[src/rtl/imem_loader.sv]
// Program loader: streams instruction words from the stimuli reader into the
// instruction memory, holds the processor in reset for RST_HOLD cycles and then
// hands the memory read port to the processor fetch path.
module imem_loader #(
  parameter int unsigned          ADDR_W    = 32,
  parameter int unsigned          DATA_W    = 32,
  parameter logic [ADDR_W-1:0]    BASE_ADDR = 'h0040_0000,
  parameter int unsigned          MAX_WORDS = 1024,
  parameter int unsigned          RST_HOLD  = 4
) (
  input  logic                             CLK,
  input  logic                             RST_n,
  input  logic                             start,
  output logic                             stim_en,
  input  logic [DATA_W-1:0]                stim_data,
  input  logic                             stim_eof,
  output logic                             mem_cs,
  output logic                             mem_rd,
  output logic                             mem_wr_n,
  output logic [ADDR_W-1:0]                mem_addr,
  output logic [DATA_W-1:0]                mem_din,
  input  logic [DATA_W-1:0]                mem_dout,
  input  logic [ADDR_W-1:0]                dut_pc,
  output logic [DATA_W-1:0]                dut_instr,
  output logic                             dut_rst_n,
  output logic                             done,
  output logic                             err,
  output logic [$clog2(MAX_WORDS+1)-1:0]   word_count
);

  localparam int unsigned CntW  = $clog2(MAX_WORDS + 1);
  localparam int unsigned HoldW = $clog2(RST_HOLD + 1);

  typedef enum logic [2:0] {StIdle, StLoad, StHold, StRun, StErr} state_e;

  state_e            state_q, state_d;
  logic              stim_en_q, stim_en_d;
  logic              pend_q, pend_d;
  logic              wr_q, wr_d;
  logic [ADDR_W-1:0] addr_q, addr_d;
  logic [DATA_W-1:0] din_q, din_d;
  logic              dut_rst_n_q, dut_rst_n_d;
  logic              done_q, done_d;
  logic              err_q, err_d;
  logic [CntW-1:0]   wc_q, wc_d;
  logic [HoldW-1:0]  hold_q, hold_d;
  logic              run;

  // State and registered outputs; reset aborts any load in progress.
  always_ff @(posedge CLK or negedge RST_n) begin
    if (!RST_n) begin
      state_q     <= StIdle;
      stim_en_q   <= 1'b0;
      pend_q      <= 1'b0;
      wr_q        <= 1'b0;
      addr_q      <= '0;
      din_q       <= '0;
      dut_rst_n_q <= 1'b0;
      done_q      <= 1'b0;
      err_q       <= 1'b0;
      wc_q        <= '0;
      hold_q      <= '0;
    end else begin
      state_q     <= state_d;
      stim_en_q   <= stim_en_d;
      pend_q      <= pend_d;
      wr_q        <= wr_d;
      addr_q      <= addr_d;
      din_q       <= din_d;
      dut_rst_n_q <= dut_rst_n_d;
      done_q      <= done_d;
      err_q       <= err_d;
      wc_q        <= wc_d;
      hold_q      <= hold_d;
    end
  end

  // Next-state: load words, detect eof/overflow, count down the reset hold.
  always_comb begin
    state_d     = state_q;
    stim_en_d   = stim_en_q;
    pend_d      = stim_en_q;  // reader answers the cycle after a request
    wr_d        = 1'b0;
    addr_d      = addr_q;
    din_d       = din_q;
    dut_rst_n_d = dut_rst_n_q;
    done_d      = done_q;
    err_d       = err_q;
    wc_d        = wc_q;
    hold_d      = hold_q;
    unique case (state_q)
      StIdle: begin
        if (start) begin
          state_d   = StLoad;
          stim_en_d = 1'b1;
        end
      end
      StLoad: begin
        if (pend_q) begin
          if (stim_eof) begin
            // The request already issued this cycle is left unanswered.
            stim_en_d = 1'b0;
            if (wc_q == '0) begin
              state_d = StErr;
              err_d   = 1'b1;
            end else begin
              state_d = StHold;
              hold_d  = HoldW'(RST_HOLD);
            end
          end else if (wc_q == CntW'(MAX_WORDS)) begin
            stim_en_d = 1'b0;
            state_d   = StErr;
            err_d     = 1'b1;
          end else begin
            wr_d   = 1'b1;
            addr_d = BASE_ADDR + ADDR_W'({wc_q, 2'b00});
            din_d  = stim_data;
            wc_d   = wc_q + 1'b1;
          end
        end
      end
      StHold: begin
        hold_d = hold_q - 1'b1;
        // Leaving on the count of 1 lands RUN entry at RST_HOLD+1 after the last write.
        if (hold_q <= HoldW'(1)) begin
          state_d     = StRun;
          dut_rst_n_d = 1'b1;
          done_d      = 1'b1;
        end
      end
      StRun, StErr: begin
      end
      default: state_d = StIdle;
    endcase
  end

  // Output mux: in RUN the memory port belongs to the processor fetch path.
  always_comb begin
    run       = (state_q == StRun);
    stim_en   = stim_en_q;
    mem_cs    = run | wr_q;
    mem_rd    = run;
    mem_wr_n  = ~(wr_q & ~run);
    mem_addr  = run ? dut_pc : addr_q;
    mem_din   = din_q;
    dut_instr = run ? mem_dout : '0;
    dut_rst_n = dut_rst_n_q;
    done      = done_q;
    err       = err_q;
    word_count = wc_q;
  end

endmodule

[config.mk]
export PLATFORM = sky130hd
export DESIGN_NAME = imem_loader
export DESIGN_NICKNAME = d
export VERILOG_FILES = /design/src/rtl/imem_loader.sv
export SDC_FILE = /design/constraint.sdc
export NUM_CORES = 1
export LEC_CHECK = 0
export CAP_MARGIN = 25
export CORE_ASPECT_RATIO = 0.7
export CORE_MARGIN = 2
export CORE_UTILIZATION = 33
export CTS_CLUSTER_SIZE = 14
export DETAILED_ROUTE_END_ITERATION = 7
export HOLD_SLACK_MARGIN = 0.02
export PLACE_DENSITY_LB_ADDON = 0.05
export SLEW_MARGIN = 10
export SYNTH_ARGS = -nofsm -noshare
export SYNTH_HDL_FRONTEND = slang
export SYNTH_SLANG_ARGS = --single-unit
[constraint.sdc]
create_clock -name CLK -period 2 [get_ports CLK]
set_input_delay 0.4 -clock CLK [delete_from_list [all_inputs] [get_ports CLK]]
set_output_delay 0.4 -clock CLK [all_outputs]
set_load 0.05 [all_outputs]
==> reports/metrics.yaml, run 1 <==
sta:
  worst_slew_pin_slew_ps: 529
  finalClockSkew_ps: 10.7
  slew-limit-headroom: 0.646
  slew_violations: 0
  rsz0062_at_grt: "yes"
  finalHoldViolCount: 0
  fin_crit_sh: 1.08
  fmax_mhz: 461
  setup_viol: 103
  finalWorstSetupSlack_ps: -168
  period_minus_slack_ps: 2170
route:
  drt_iter0_drc: 121
  firstDrtPassIters: 4
  vias: 3096
  wl_microns: 11400
  ant_nets: 0
  drc: 0
  wl_per_cell_microns: 17.0
  drt-vias-per-instance: 4.64
critical_path:
  critPathArrivalTime_ps: 2380
  crit_slowest_cell: "or4b_4"
  worstPathMaxFanout: 16
  path_class: "reg -> reg"
  critPathCaptureType: "register"
  critPathLaunchType: "register"
  worstPathCellList: "inv_2 > ha_1 > or4b_4 > nor4_4 > or3_4 > buf_12 > mux2_2"
  critPathMaxStageDelay_ps: 480
  critical_path_buf_inv_count: 2
  crit_required_ps: 2210
  critPathTopFamily: "simple AND/OR/NAND/NOR gates"
cts:
  ctsHoldBuffers: 0
  cts.path.max_buffers: 2
  clockRootBuffer: "clkbuf_16"
  numCtsBuffers: 9
  cts.sinks: 66
  htree_levels: 3
  worst_skew_pair.late_latency_ps: 330
  cts_tree: "done"
  clk_pin_slew_worst_paths_ps: 60
logic_synthesis:
  synth_cell_type_count: 40
  synth_top_area_cell: "dfrtp_1"
  syn_area_per_cell_sq_um: 12.0
  postSynthCellCount: 275
  synth-compound-area-share: 0.0460
  async_reset_ff_frac: 1.00
  yosys-mux-area-fraction: 0.192
  synth_flop_cell: "dfrtp_1"
  yosys_warnings: 0
  syn-cell-area_sq_um: 3290
  ys_top_cells_by_area: "dfrtp_1 50%, mux2_2 9.9%, and2_1 9.9%, mux2_1 9.2%, xnor2_1 2.1%"
  synth-edff-count: 0
  synth_simple_gate_area_frac: 0.171
  synth-seq-cells: 66
  ys_seq_area_frac: 0.502
  synth_xor_area_frac: 0.0293
  syn_nets: 379
  synth_top_area_frac: 0.502
  synthAdderAreaFrac: 0.0152
  synth_top_family_by_area: "multiplexers"
pwr:
  peakVddDrop_mv: 1.02
  total_power_mw: 13.6
  p_per_area_nw_per_um2: 1880
  leakage_nw: 3.29
status:
  violations: "setup timing"
  status: "finished with violations"
global_route:
  grt_pass1_wl_microns: 16400
  overflow: 0
  grt_use_total: 0.198
  grt_max_degree: 67
  antenna_found_initial: 0
  grt_pass1_vias: 3039
floorplanning:
  die_h_microns: 87.6
  num_rows: 30
  io_pins: 214
  design.core.area_sq_um: 9680
  start_util: 0.340
  dieArea_sq_um: 10800
  fp.dieW_microns: 123
final_layout:
  area.growth.synth_to_final_pct: 120
  antennaDiodeCount: 0
  nNetsFinal: 638
  final_layout_size_suffix_gt1_frac: 0.495
place:
  hpwl_microns: 7970
  port-buffer-count: 213
  place.gp.congestion: 0.860
  dp_slack_ps: -129
worst_hold_path:
  hp-class: "in -> async"
job:
  max-cap-violations: 0
## repair_timing
action	CTS	global route
cloned	3	5
pin swaps	13	41
buffers inserted	11	6
resized for setup	80	42
setup endpoints to repair	111	117
## placed cells by master, fill, tap and decap left out, drive strengths merged, types with 4 or more instances in the layout
cell type / synthesis / layout
mux2: 56 / 56
clkbuf: 9 / 13
nand2: 6 / 6
and2: 52 / 52
buf: 7 / 128
nor3: 4 / 4
ha: 4 / 4
xnor2: 8 / 8
o21ai: 7 / 7
dfrtp: 66 / 66
inv: 11 / 13
clkdlybuf4s50: 0 / 132
nand3: 9 / 9
## cell usage after synthesis (all sizes together), types with 3 or more instances
master  instances
a21oi           3
o21ai           7
dfrtp          66
nand2b          3
nand2           6
buf             7
ha              4
nor3            4
xnor2           8
o211ai          3
nand3           9
clkbuf          9
inv            11
and2           52
and3            3
mux2           56
xor2            3
## per-stage QoR
stage               TNS (ps)  instance area [sq um]   util  cells  hold WS (ps)
floorplan              -9860                   3380      -    275           104
global placement       -2490                   6310  0.652    630           390
detailed placement     -4490                   6310  0.652    630           415
CTS                    -8010                   7030  0.726    659          90.3
global route          -17040                   7250  0.748    667           103
finish                 -9930                   7250  0.748    667          75.7
## registers in the layout, indices dropped and copies added (netlist names)
register    count
mem_din        32
addr_q         12
word_count     11
hold_q          3
state_q         3
done            1
err             1
pend_q          1
stim_en         1
wr_q            1
## routing by layer
layer,track usage,part of all wire,vias to the layer above
met1,0.253,0.43,1498
met4,0.0475,0.0075,0
met2,0.318,0.47,125
met3,0.0788,0.090,8
li1,-,-,1465
met5,0,0,-
## logic make-up after synthesis
family	after synthesis
xor gates and xnor gates	11
and+or+nand+nor	89
adders and majority gates	4
AOI/OAI and AO/OA	22
muxes	56
buffers and inverters	27
DFF	66
## layout make-up
type | count | area (sq um)
Timing Repair Buffer | 264 | 3290
Clock buffer | 9 | 225
Fill cell | 639 | 2440
Inverter | 11 | 41.3
Sequential cell | 66 | 1660
Clock inverter | 7 | 77.6
Tap cell | 128 | 160
Multi-Input combinational cell | 182 | 1800
## worst paths after layout
kind                                           end                      start  depth (start not counted)  slack, ps
max                        mem_din[10]$_DFFE_PN0P_  word_count[0]$_DFFE_PN0P_                          7       -170
min                        mem_din[26]$_DFFE_PN0P_                      RST_n                          2         80
max reg2reg                mem_din[10]$_DFFE_PN0P_  word_count[0]$_DFFE_PN0P_                          7       -170
min reg2reg                       pend_q$_DFF_PN0_        stim_en$_DFFE_PN0P_                          0        420
max in group asynchronous   state_q[2]$_DFFE_PN0P_                      RST_n                          2       1610
min in group CLK                  pend_q$_DFF_PN0_        stim_en$_DFFE_PN0P_                          0        420
## power by group
part / internal (mW) / switching (mW) / leakage, nW
logic: 4.73 / 5.15 / 2.33
registers: 1.84 / 0.305 / 0.818
clock network: 0.975 / 0.624 / 0.146
total: 7.54 / 6.08 / 3.29
No activity file was read; power rests on OpenSTA's default activity.
==> run 2: changes to the inputs <==
--- a/config.mk
+++ b/config.mk
@@ -9,6 +9,7 @@
 export CORE_ASPECT_RATIO = 0.7
 export CORE_MARGIN = 2
 export CORE_UTILIZATION = 33
+export CTS_CLUSTER_DIAMETER = 100
 export CTS_CLUSTER_SIZE = 14
 export DETAILED_ROUTE_END_ITERATION = 7
 export HOLD_SLACK_MARGIN = 0.02
==> results of run 2 <==
Same layout as run 1: the final DEF is identical, and so are final timing and power.
